[config.mk]
export PLATFORM = sky130hd
export DESIGN_NAME = div_issue_ctrl
export DESIGN_NICKNAME = d
export VERILOG_FILES = /design/src/rtl/div_pkg.sv /design/src/rtl/div_reuse_buf.sv /design/src/rtl/div_issue_ctrl.sv
export SDC_FILE = /design/constraint.sdc
export NUM_CORES = 1
export LEC_CHECK = 0
export CAP_MARGIN = 20
export CORE_AREA = 5 5 176 178
export DETAILED_ROUTE_END_ITERATION = 12
export DIE_AREA = 0 0 181 183
export PLACE_DENSITY_LB_ADDON = 0.12
export SETUP_SLACK_MARGIN = 0.2
export SKIP_LAST_GASP = 1
export SYNTH_ARGS = -nofsm -noshare
export SYNTH_HDL_FRONTEND = slang
export SYNTH_SLANG_ARGS = --single-unit
[constraint.sdc]
create_clock -name clk -period 1.85 [get_ports clk]
set_input_delay 0.2775 -clock clk [delete_from_list [all_inputs] [get_ports clk]]
set_output_delay 0.2775 -clock clk [all_outputs]
set_load 0.03 [all_outputs]
[src/rtl/div_pkg.sv]
// div_pkg: shared op encodings, FSM states, cache tag and result select for the divider issue controller
package div_pkg;
    localparam int DIV_LAT = 67;

    typedef enum logic [2:0] {
        OP_DIV   = 3'd0,
        OP_DIVU  = 3'd1,
        OP_REM   = 3'd2,
        OP_REMU  = 3'd3,
        OP_DIVW  = 3'd4,
        OP_DIVUW = 3'd5,
        OP_REMW  = 3'd6,
        OP_REMUW = 3'd7
    } div_op_e;

    typedef enum logic [1:0] {S_IDLE, S_BUSY, S_DRAIN, S_DONE} state_e;

    typedef struct packed {
        logic [63:0] rs1;
        logic [63:0] rs2;
        logic        sign;
        logic        w32;
    } div_tag_t;

    // Pick quotient or remainder out of {rem, quot}; W forms sign-extend the low word.
    function automatic logic [63:0] sel_result(input logic [2:0] op, input logic [127:0] res);
        logic [63:0] sel;
        sel = op[1] ? res[127:64] : res[63:0];
        return op[2] ? {{32{sel[31]}}, sel[31:0]} : sel;
    endfunction
endpackage

[src/rtl/div_reuse_buf.sv]
// div_reuse_buf: one-entry cache of the last completed divide, keyed on operands, sign and width
module div_reuse_buf
    import div_pkg::*;
(
    input  logic         clk,
    input  logic         rst,
    input  logic         wr_en,
    input  logic [63:0]  wr_rs1,
    input  logic [63:0]  wr_rs2,
    input  logic         wr_sign,
    input  logic         wr_32,
    input  logic [127:0] wr_data,
    input  logic [63:0]  lk_rs1,
    input  logic [63:0]  lk_rs2,
    input  logic         lk_sign,
    input  logic         lk_32,
    output logic         hit,
    output logic [127:0] rd_data
);
    logic         vld_q, vld_d;
    div_tag_t     tag_q, tag_d;
    logic [127:0] data_q, data_d;

    // Overwrite the single entry on every completed divide; report a tag match for lookup.
    always_comb begin
        vld_d   = vld_q | wr_en;
        tag_d   = wr_en ? {wr_rs1, wr_rs2, wr_sign, wr_32} : tag_q;
        data_d  = wr_en ? wr_data : data_q;
        hit     = vld_q && (tag_q == {lk_rs1, lk_rs2, lk_sign, lk_32});
        rd_data = data_q;
    end

    // Entry storage; invalid after reset.
    always_ff @(posedge clk or negedge rst) begin
        if (!rst) begin
            vld_q  <= 1'b0;
            tag_q  <= '0;
            data_q <= '0;
        end else begin
            vld_q  <= vld_d;
            tag_q  <= tag_d;
            data_q <= data_d;
        end
    end
endmodule

[src/rtl/div_issue_ctrl.sv]
// div_issue_ctrl: issue/writeback control for the multi-cycle divider; DIV_RESULT_REUSE_EN adds a one-entry result cache
module div_issue_ctrl
    import div_pkg::*;
#(
    parameter int XLEN = 64
) (
    input  logic            clk,
    input  logic            rst,
    input  logic            flush,
    input  logic            op_valid,
    input  logic [2:0]      div_op,
    input  logic [XLEN-1:0] rs1_data,
    input  logic [XLEN-1:0] rs2_data,
    output logic            stall,
    output logic            result_valid,
    output logic [XLEN-1:0] result,
    output logic            div_valid,
    output logic            div_sign,
    output logic            div_32,
    output logic [XLEN-1:0] div_rs1,
    output logic [XLEN-1:0] div_rs2,
    input  logic            div_ready,
    input  logic [127:0]    div_result
);
    state_e          state_q, state_d;
    logic [2:0]      op_q, op_d;
    logic            sign_q, sign_d;
    logic [XLEN-1:0] rs1_q, rs1_d, rs2_q, rs2_d, result_q, result_d;
    logic            hit;
    logic [127:0]    hit_data;

`ifdef DIV_RESULT_REUSE_EN
    logic cache_wr;
    assign cache_wr = (state_q == S_BUSY) && div_ready && !flush;
    div_reuse_buf u_reuse (
        .clk     (clk),
        .rst     (rst),
        .wr_en   (cache_wr),
        .wr_rs1  (rs1_q),
        .wr_rs2  (rs2_q),
        .wr_sign (sign_q),
        .wr_32   (op_q[2]),
        .wr_data (div_result),
        .lk_rs1  (rs1_data),
        .lk_rs2  (rs2_data),
        .lk_sign (~div_op[0]),
        .lk_32   (div_op[2]),
        .hit     (hit),
        .rd_data (hit_data)
    );
`else
    assign hit      = 1'b0;
    assign hit_data = '0;
`endif

    assign result   = result_q;
    assign div_sign = sign_q;
    assign div_32   = op_q[2];
    assign div_rs1  = rs1_q;
    assign div_rs2  = rs2_q;

    // Next state, operand capture, result select and handshake outputs.
    always_comb begin
        state_d      = state_q;
        op_d         = op_q;
        sign_d       = sign_q;
        rs1_d        = rs1_q;
        rs2_d        = rs2_q;
        result_d     = result_q;
        stall        = 1'b0;
        div_valid    = 1'b0;
        result_valid = 1'b0;
        case (state_q)
            S_IDLE: begin
                if (op_valid && !flush) begin
                    stall    = 1'b1;
                    op_d     = div_op;
                    sign_d   = ~div_op[0];
                    rs1_d    = rs1_data;
                    rs2_d    = rs2_data;
                    state_d  = hit ? S_DONE : S_BUSY;
                    result_d = hit ? sel_result(div_op, hit_data) : result_q;
                end
            end
            S_BUSY: begin
                stall     = 1'b1;
                div_valid = 1'b1;
                if (div_ready && !flush) begin
                    result_d = sel_result(op_q, div_result);
                    state_d  = S_DONE;
                end else if (flush) begin
                    state_d = div_ready ? S_IDLE : S_DRAIN;
                end
            end
            S_DRAIN: begin
                stall     = 1'b1;
                div_valid = 1'b1;
                state_d   = div_ready ? S_IDLE : S_DRAIN;
            end
            default: begin
                result_valid = ~flush;
                state_d      = S_IDLE;
            end
        endcase
    end

    // State, held operands and registered writeback value.
    always_ff @(posedge clk or negedge rst) begin
        if (!rst) begin
            state_q  <= S_IDLE;
            op_q     <= '0;
            sign_q   <= 1'b0;
            rs1_q    <= '0;
            rs2_q    <= '0;
            result_q <= '0;
        end else begin
            state_q  <= state_d;
            op_q     <= op_d;
            sign_q   <= sign_d;
            rs1_q    <= rs1_d;
            rs2_q    <= rs2_d;
            result_q <= result_d;
        end
    end
endmodule

# Word-level counts from Yosys, hierarchy flattened
# Cells that the tools add are included.
# word_totals
register_bits,198
out_inout_bits,197
# op_classes
reduce_logical,9
muxes,11
eq_ne,4
bitwise_logic,2
# ops
op,n
64-bit two-way mux,2
2-bit two-way mux,4
2-bit one-hot mux with 3 select lines,1
2-bit AND reduction,3
1-bit two-way mux,3
"3-bit != test, second input constant",1
3-bit OR reduction,1
"2-bit by 1-bit equality test with 1-bit output, second input constant",1
"2-bit equality test, second input constant",1
1-bit logical AND,2
2-bit zero test,1
"2-bit != test, second input constant",1
1-bit NOT,2
1-bit one-hot mux with 2 select lines,1
2-bit OR reduction,1
1-bit zero test,1

# Logic depth before layout (Yosys ltp)
# logic_depth
ltp_word,4
mapped_depth,7

# Worst setup path before layout
# Ideal clock, no wire load.
# synth_path
path_type,reg2out
start,register state_q[0]
end,output port stall
path_slack_ps,-69
path_buffers,2
required_time_ps,1572
t_arrival_ps,1641
stages_incl_launch_ff,7
path_cell_list,dfrtp_1 -> inv_1 -> ha_1 -> nand3b_4 -> buf_4 -> buf_6 -> a21oi_1
# synth_via
elab_chain_cells,3
elab_cells_between_ends,5
# synth_rtl
item,line,source
start: declaration,div_issue_ctrl.sv:25,"state_e state_q, state_d;"
start signal: assignment,div_issue_ctrl.sv:117,state_q <= state_d;
2-bit by 1-bit equality test with 1-bit output / 2-bit equality test (equally long branches),div_issue_ctrl.sv:73,case (state_q)
2-bit OR reduction (no source line),n/a,
1-bit one-hot mux with 2 select lines *,div_issue_ctrl.sv:73,
end: declaration,div_issue_ctrl.sv:14,"output logic stall,"
# Mark *: on every way between the ends. The rest lies on a longest branch, timed or not.

# Worst setup path after layout
# Ends and elaborated chain as after synthesis.

==> impl_metrics.py <==
metrics = {
    "routing": {
        "drtAntennaViolNets": 0,
        "vias_per_cell": 4.38,
        "wl_per_cell_um": 20.1,
        "drtIter0Drc": 280,
        "vias": 6407,
        "post-route-drc-count": 0,
        "first_pass_iters": 4,
        "drt_wl_total_mm": 29.4,
    },
    "final_layout": {
        "multi_input_area_um2": 3110,
        "seqCellArea_um2": 4930,
        "syn2layout_area_growth_pct": 75.3,
        "fillers": 2661,
        "drive_above_1_share": 0.255,
        "stdcell_count": 1462,
        "final_common_cell": "clkdlybuf4s50_1",
        "nNetsFinal": 1328,
        "final_cell_mix": "clkdlybuf4s50_1, dfrtp_1, dlygate4sd2_1",
    },
    "placed_design": {
        "placed_cells": 1395,
        "gp_congestion": 0.752,
        "hpwl_mm": 21.2,
        "port_buffers": 460,
        "preCtsSetupSlack_ns": 0.00393,
    },
    "cts": {
        "clk_latency_ns": 0.43,
        "tritoncts": "built",
        "clockRootBuffer": "clkbuf_16",
        "clk_path_buf_depth": 2,
        "numCtsBuffers": 17,
        "path_clk_slew_ns": 0.07,
        "clkSinkCount": 197,
        "htreeDepth": 4,
    },
    "critical_path": {
        "startpoint_type": "flop",
        "crit_fanout": 2,
        "cp.arrival_ns": 1.58,
        "reg2reg_slack_ns": 0.13,
        "worstPathRequired_ns": 1.57,
        "cpPeakStageDelay_ns": 0.39,
        "cpMostUsedCell": "buf_12",
        "worstReg2RegEnd": "div_rs1[17]",
        "r2r_start": "state_q[0]",
        "path_cells": "inv_2, ha_4, nand3b_4, buf_12, a21oi_4, buf_12",
        "crit_slowest_cell": "dfrtp_1",
        "critical_path_class": "flop to primary output",
        "rr_worst_depth": 8,
        "endpoint_kind": "primary output",
    },
    "floorplan": {
        "start_util": 0.284,
        "die_w_um": 181,
        "fp.dieH_um": 183,
        "core_um2": 29200,
        "rows": 63,
        "io_pins": 461,
        "die_area_um2": 33100,
    },
    "sta": {
        "fmax_mhz": 539,
        "post-route-min-period_ns": 1.85,
        "setup_viol": 1,
        "tns_ns": -0.00384,
        "final-max-slew-violation-count": 0,
        "max_slew_margin": 0.720,
        "period_share": 1.00,
        "rsz0062_at_grt": "true",
        "tightest_slew_ns": 0.419,
        "worst_slack_ns": -0.00384,
        "fin_skew_ns": 0.0132,
        "timing_hold_violations_final": 0,
        "hold_slack_ns": 0.348,
    },
    "yosys": {
        "synth_edf_count": 0,
        "yosysWarnings": 0,
        "ys_ff_latch": 197,
        "synthArstFlopShare": 1.00,
        "ys_seq_area_frac": 0.595,
        "syn_inst": 552,
        "avgSynthCellArea_um2": 15.0,
        "yosys_most_used_dff": "dfrtp_1",
        "netlist_area_um2": 8290,
        "synth_cell_types": 25,
        "syn_nets": 821,
    },
    "status": {
        "status": "finished with violations",
        "violations": "setup timing",
    },
    "worst_hold_path": {
        "holdCritPathClass": "primary input to async pin",
    },
    "power": {
        "p_leak_nw": 6.72,
        "power.total_mw": 24.3,
        "peakVddDrop_v": 0.000603,
        "power_density_nw_per_um2": 1670,
    },
    "global_routing": {
        "grt_pass1_wl_mm": 41.7,
        "antenna_found_initial": 2,
        "grt_pass1_vias": 6754,
        "overflow": 0,
        "gr-usage-all-layers": 0.164,
        "grt_max_degree": 46,
    },
    "run": {
        "maxCapViolations": 0,
    },
}
per-layer routing:
layer,up-vias,track usage,part of all wire
met2,281,0.274,0.50
li1,3023,-,-
met1,3062,0.196,0.40
met4,2,0.0552,0.026
met5,-,0,0.00037
met3,39,0.0613,0.074
layout make-up:
| type | count | area share |
|---|---|---|
| well taps | 390 | 0.0336 |
| repair buffers | 525 | 0.373 |
| inverters | 5 | 0.00129 |
| multi-input cells | 313 | 0.214 |
| clock buffers | 21 | 0.0317 |
| diodes | 1 | 0.000172 |
| clock inverters | 10 | 0.00680 |
| flip-flops and latches | 197 | 0.339 |
state kept, by name, summed over array words and instances, names as in the netlist:
register / flops
div_rs1: 64
div_rs2: 64
result: 64
op_q: 2
state_q: 2
div_sign: 1
critical path, delay by kind of cell, from the launching register on:
kind	cells	cell delay, ns
compound gates	1	0.14
fa+ha+maj	1	0.16
buf+inv	3	0.37
flops	1	0.39
simple gates	1	0.09
metrics by stage:
| stage | instance area, um2 | utilization |
|---|---|---|
| after floorplan | 8300 | - |
| after global placement | 13600 | 0.464 |
| after detailed placement | 13600 | 0.464 |
| after CTS | 14000 | 0.479 |
| after global routing | 14500 | 0.497 |
| final | 14500 | 0.497 |
cell families after synthesis:
| group | Yosys count | synth area share |
|---|---|---|
| flip-flops | 197 | 0.595 |
| multiplexers | 196 | 0.273 |
| AO/OA/AOI/OAI | 69 | 0.0616 |
| AND/OR/NAND/NOR | 43 | 0.0260 |
| buffers and inverters | 42 | 0.0379 |
| adder cells (fa/ha/maj) | 5 | 0.00754 |
synth_stat cells (2+ instances only):
cell type  count  area [um2]
mux2_4        25         375
a221o_1       32         320
inv_1          5        18.8
ha_1           5        62.6
a21oi_1        2        10.0
buf_2         17        85.1
mux2i_1       33         330
clkbuf_1       5        18.8
mux2_2       138        1550
buf_12         3        60.1
dfrtp_1      197        4930
o21ai_0       33         165
buf_6         11         124
nand2_1       35         131
power breakdown:
part	switching, mW	total [mW]	internal [mW]
sequential	1.01	7.43	6.42
combinational	7.60	13.2	5.64
clock	1.69	3.63	1.94
total	10.3	24.3	14.0
worst max-delay path by stage:
| stage | from | to |
|---|---|---|
| 2_1_floorplan | state_q[0] | stall |
| 3_3_place_gp | div_ready | result[54] |
| 3_5_place_dp | div_ready | result[50] |
| 4_1_cts | state_q[1] | stall |
| 5_1_grt | state_q[0] | stall |
| 6_report | state_q[0] | stall |
what timing repair did:
action,4_1_cts,5_1_grt
hold buffers,1,0
endpoints found under the hold margin,36,0
gates resized for setup,205,17
pin swaps,2,33
cloned,2,17
endpoints found under the setup margin,303,143
setup buffers,4,11
Note: power is estimated with default switching activity, not from simulation.
